[config.mk]
export PLATFORM = sky130hd
export DESIGN_NAME = adder_16bit
export DESIGN_NICKNAME = d
export VERILOG_FILES = /design/src/rtl/adder_16bit.sv
export SDC_FILE = /design/constraint.sdc
export NUM_CORES = 1
export LEC_CHECK = 0
export CORE_ASPECT_RATIO = 0.9
export CORE_MARGIN = 5
export CORE_UTILIZATION = 36
export CTS_BUF_LIST = sky130_fd_sc_hd__clkbuf_8
export DETAILED_ROUTE_END_ITERATION = 8
export PLACE_DENSITY = 0.95
export SLEW_MARGIN = 0
export SYNTH_ARGS = -nofsm -noshare
export SYNTH_HDL_FRONTEND = slang
export SYNTH_SLANG_ARGS = --single-unit
[constraint.sdc]
create_clock -name clk -period 25 [get_ports clk]
set_input_delay 5 -clock clk [delete_from_list [all_inputs] [get_ports clk]]
set_output_delay 5 -clock clk [all_outputs]
set_load 0.02 [all_outputs]
[src/rtl/adder_16bit.sv]
// ---------------------------------------------------------------------------
// adder_16bit
//
// Purpose:
//   16-bit two's-complement / unsigned adder used as the processor datapath
//   adder. The sum and the C/V/Z/N flags are purely combinational from A and
//   B. A registered copy of the sum and flags is captured every rising clock
//   edge for downstream control logic. A sticky overflow bit remembers any
//   overflow seen since the last reset.
//
// Build option:
//   ADDER_16_BIT_CLA_EN  defined   -> four 4-bit carry-lookahead groups with a
//                                     second-level lookahead for c4/c8/c12.
//                        undefined -> 16-stage ripple-carry chain.
//   Both builds give bit-identical results; only structure differs.
//
// Ports:
//   clk       in   1   rising-edge clock for the capture registers
//   reset     in   1   synchronous, active-high; clears registered outputs
//   A         in  16   operand A
//   B         in  16   operand B
//   R         out 16   combinational sum, (A + B) mod 2^16
//   C         out  1   combinational carry out of bit 15
//   V         out  1   combinational signed overflow
//   Z         out  1   combinational, R == 0
//   N         out  1   combinational, R[15]
//   R_q       out 16   registered R
//   flags_q   out  4   registered {C, V, Z, N}
//   V_sticky  out  1   registered, set by any sampled V, cleared by reset
// ---------------------------------------------------------------------------
module adder_16bit (
  input  logic        clk,
  input  logic        reset,
  input  logic [15:0] A,
  input  logic [15:0] B,
  output logic [15:0] R,
  output logic        C,
  output logic        V,
  output logic        Z,
  output logic        N,
  output logic [15:0] R_q,
  output logic [3:0]  flags_q,
  output logic        V_sticky
);

  logic [15:0] sumBits;
  logic        carryOut;

`ifdef ADDER_16_BIT_CLA_EN

  logic [15:0] bitGen;
  logic [15:0] bitProp;
  logic [3:0]  groupGen;
  logic [3:0]  groupProp;
  logic [3:0]  groupCarryIn;
  logic        carryIn;

  // The adder has no carry-in port, so the chain starts from zero.
  assign carryIn = 1'b0;
  assign bitGen  = A & B;
  assign bitProp = A ^ B;

  // Each 4-bit group derives its own group generate/propagate and expands its
  // incoming group carry into per-bit carries in parallel.
  for (genvar g = 0; g < 4; g++) begin : gCla
    logic [3:0] p;
    logic [3:0] gn;
    logic       cIn;
    logic       c1;
    logic       c2;
    logic       c3;

    assign p   = bitProp[4*g +: 4];
    assign gn  = bitGen[4*g +: 4];
    assign cIn = groupCarryIn[g];

    assign groupGen[g]  = gn[3] | (p[3] & gn[2]) | (p[3] & p[2] & gn[1])
                        | (p[3] & p[2] & p[1] & gn[0]);
    assign groupProp[g] = &p;

    assign c1 = gn[0] | (p[0] & cIn);
    assign c2 = gn[1] | (p[1] & gn[0]) | (p[1] & p[0] & cIn);
    assign c3 = gn[2] | (p[2] & gn[1]) | (p[2] & p[1] & gn[0])
              | (p[2] & p[1] & p[0] & cIn);

    assign sumBits[4*g +: 4] = p ^ {c3, c2, c1, cIn};
  end

  // Second-level lookahead: every group carry is a flat sum of products of
  // group generate/propagate terms, so c4, c8, c12 and c16 resolve together
  // instead of rippling group to group.
  assign groupCarryIn[0] = carryIn;
  assign groupCarryIn[1] = groupGen[0] | (groupProp[0] & carryIn);
  assign groupCarryIn[2] = groupGen[1] | (groupProp[1] & groupGen[0])
                         | (groupProp[1] & groupProp[0] & carryIn);
  assign groupCarryIn[3] = groupGen[2] | (groupProp[2] & groupGen[1])
                         | (groupProp[2] & groupProp[1] & groupGen[0])
                         | (groupProp[2] & groupProp[1] & groupProp[0] & carryIn);
  assign carryOut        = groupGen[3] | (groupProp[3] & groupGen[2])
                         | (groupProp[3] & groupProp[2] & groupGen[1])
                         | (groupProp[3] & groupProp[2] & groupProp[1] & groupGen[0])
                         | (groupProp[3] & groupProp[2] & groupProp[1]
                            & groupProp[0] & carryIn);

`else

  logic carryChain;

  // Ripple-carry chain: the carry is threaded bit by bit through sixteen full
  // adders. A scalar carry variable keeps the chain free of a self-dependent
  // vector.
  always_comb begin
    sumBits    = '0;
    carryChain = 1'b0;
    for (int i = 0; i < 16; i++) begin
      sumBits[i] = A[i] ^ B[i] ^ carryChain;
      carryChain = (A[i] & B[i]) | (carryChain & (A[i] ^ B[i]));
    end
    carryOut = carryChain;
  end

`endif

  // Flags are pure functions of the sum and operand signs. Overflow means
  // both operands share a sign that the result does not.
  assign R = sumBits;
  assign C = carryOut;
  assign V = (A[15] == B[15]) && (sumBits[15] != A[15]);
  assign Z = ~|sumBits;
  assign N = sumBits[15];

  logic [15:0] R_d;
  logic [3:0]  flags_d;
  logic        vSticky_d;

  assign R_d       = R;
  assign flags_d   = {C, V, Z, N};
  assign vSticky_d = V_sticky | V;

  // Capture registers. Reset is synchronous and takes priority, so an
  // overflow on the same edge as reset does not set the sticky bit.
  always_ff @(posedge clk) begin
    if (reset) begin
      R_q      <= '0;
      flags_q  <= '0;
      V_sticky <= 1'b0;
    end else begin
      R_q      <= R_d;
      flags_q  <= flags_d;
      V_sticky <= vSticky_d;
    end
  end

endmodule

==> flow_summary.ini <==
[status]
status = finished clean

[clock_tree]
cts_sinks = 20
cts_tree = yes
post_cts_buffers = 0
cts_root_buffer = clkbuf_8
htree_levels = 1
holdBufCountCts = 0
ctsResizeCount = 0
numCtsBuffers = 3
clock_path_buffers = 2
worstSkewPairLatency_ps = 250
clkSlewWorstSetupHoldPaths_ps = 70

[sta]
slew_viol_final = 0
fin_crit_ps = 17680
final.setup.tns_ps = 0
slew_headroom = 0.552
fin_skew_ps = 0
finalSetupViolations = 0
tightest_slew_ps = 671
fin_crit_sh = 0.707
finalHoldViolations = 0
max_freq_ghz = 0.0566
rsz0062_at_grt = false
final.setup.worst_slack_ps = 7320

[drt]
via_per_inst = 4.62
ant_nets = 0
wl_per_cell_um = 16.4
drc = 0
drtPass1Iterations = 4
vias = 818
routed_wl_um = 2900
drtIter0Drc = 20

[hold_path]
min_path_type = flop to flop

[pwr]
pwr_density_cell_nw_per_um2 = 65.4
power_switching_mw = 0.0373
p_seq_frac = 0.319
vdd_drop_max_mv = 0.0516
swShare = 0.325
power.leakage_nw = 0.701
pwr-share-comb = 0.474
intPower_mw = 0.0775
p_clk_frac = 0.207

[floorplan]
die-height_um = 58.6
std_cell_rows = 17
dieArea_um2 = 3750
core-area_um2 = 2490
ios = 75
die_w_um = 64.0
initial_utilization = 0.380

[synthesis]
synth_top_cell_by_area = dfxtp_1
ys_ff_latch = 20
syn-cell-area_um2 = 946
synth.distinct_cells = 15
synthTopCellsByArea = dfxtp_1 (42%), fa_1 (32%), nor2b_1 (11%)
syn_inst = 75
syn_nets = 126
ys_warn_count = 0
syn_avg_cell_area_um2 = 12.6
yosysTopAreaCellShare = 0.423
yosysSeqAreaShare = 0.423

[place]
place_ws_ps = 7370
gp_congestion = 0.733
port_buffers = 74
dp_hpwl_um = 2610

[critical_path]
cp.required_ps = 20000
start_kind = input port
criticalPathCategory = input port to primary output
crit_path_end_kind = primary output
crit_path_max_fanout = 5
cp.arrival_ps = 12680

[global_route]
grt_pass1_wl_um = 4340
grt-ovfl-total = 0
grtUsageTotal = 0.153
antenna_found_initial = 0
grt_pass1_vias = 896
grt_max_degree = 21

[job]
cap_violations = 0

[cells_and_area]
antenna_cells = 0
fillers = 174
nets = 201
syn_to_final_growth_pct = 85.4
drive_gt1_frac = 0.0268
[Yosys cell counts (all sizes together)]
cell	number
nor4	3
nor4b	1
clkbuf	2
and4	1
buf	2
inv	7
nand2b	1
ha	2
xor2	1
and2b	1
nor2	2
dfxtp	20
fa	15
a21oi	1
nor2b	16
[worst max-delay path, cell delays in order]
cell	delay [ps]
clkdlybuf4s50_1	400
ha_1	210
fa_1	380
fa_1	390
fa_1	390
fa_1	390
fa_1	380
fa_1	390
fa_1	410
fa_1	400
fa_1	390
fa_1	400
fa_1	380
inv_1	80
fa_1	160
inv_1	50
fa_1	390
fa_1	410
fa_1	540
nor4_1	260
and4_1	270
clkdlybuf4s50_1	620
[stage by stage]
stage | hold slack (ps) | std cells | utilization | power, mW | instance area (um2)
floorplan | 522 | 75 | - | 0.0647 | 946
global route | 501 | 177 | 0.705 | 0.119 | 1750
CTS | 476 | 177 | 0.705 | 0.116 | 1750
finish | 466 | 177 | 0.705 | 0.115 | 1750
detailed placement | 462 | 173 | 0.683 | 0.0921 | 1700
global placement | 435 | 173 | 0.683 | 0.0902 | 1700
[power by group through the flow]
stage	Sequential [mW]	Combinational (mW)	Clock (mW)
5_1_grt	0.0370	0.0573	0.0251
2_1_floorplan	0.0423	0.0224	0
6_report	0.0367	0.0544	0.0238
3_3_place_gp	0.0373	0.0529	0
3_5_place_dp	0.0374	0.0547	0
4_1_cts	0.0367	0.0547	0.0243
[path summary, 6_finish.rpt]
check                      startpoint             endpoint  slack [ps]  cells after the start
hold reg to reg   V_sticky$_SDFF_PP0_  V_sticky$_SDFF_PP0_         470                      2
setup / recovery                 A[0]                    Z        7320                     22
setup reg to reg  V_sticky$_SDFF_PP0_  V_sticky$_SDFF_PP0_       24440                      2
hold / removal    V_sticky$_SDFF_PP0_  V_sticky$_SDFF_PP0_         470                      2
[cell type report]
type / instances / area [um2] / area share
inverter: 7 / 26.3 / 0.0150
timing repair buffer: 74 / 741 / 0.422
clock buffer: 4 / 55.1 / 0.0314
sequential: 20 / 400 / 0.228
tap: 28 / 35.0 / 0.0200
multi-input combinational: 44 / 497 / 0.283
[state kept, by name, indices dropped and copies added, names as in the netlist]
register,cells
R_q,15
V_sticky,1
flags_q,4
[placed cells by master, fill, tap and decap left out]
master / instances
fa_1: 15
nor2_1: 2
inv_1: 7
xor2_1: 1
nand2b_1: 1
dfxtp_1: 20
nor2b_1: 16
nor4_1: 3
a21oi_1: 1
clkdlybuf4s50_1: 74
and4_1: 1
clkbuf_8: 4
nor4b_1: 1
ha_1: 2
and2b_1: 1
[routing by layer]
layer,vias up,GRT usage,part of all wire
li1,375,-,-
met1,392,0.138,0.31
met2,41,0.313,0.59
met3,10,0.0248,0.080
met4,0,0.0890,0.025
met5,-,0,0
[cell families (layout without fill, tap and decap cells)]
logic type | Yosys count | in the layout | share of synthesized area
simple gates | 25 | 25 | 0.167
flops | 20 | 20 | 0.423
fa+ha+maj | 17 | 17 | 0.344
buf+inv | 11 | 85 | 0.0516
compound gates | 1 | 1 | 0.00529
xor+xnor | 1 | 1 | 0.00926
Note: power is estimated with default switching activity, not from simulation.
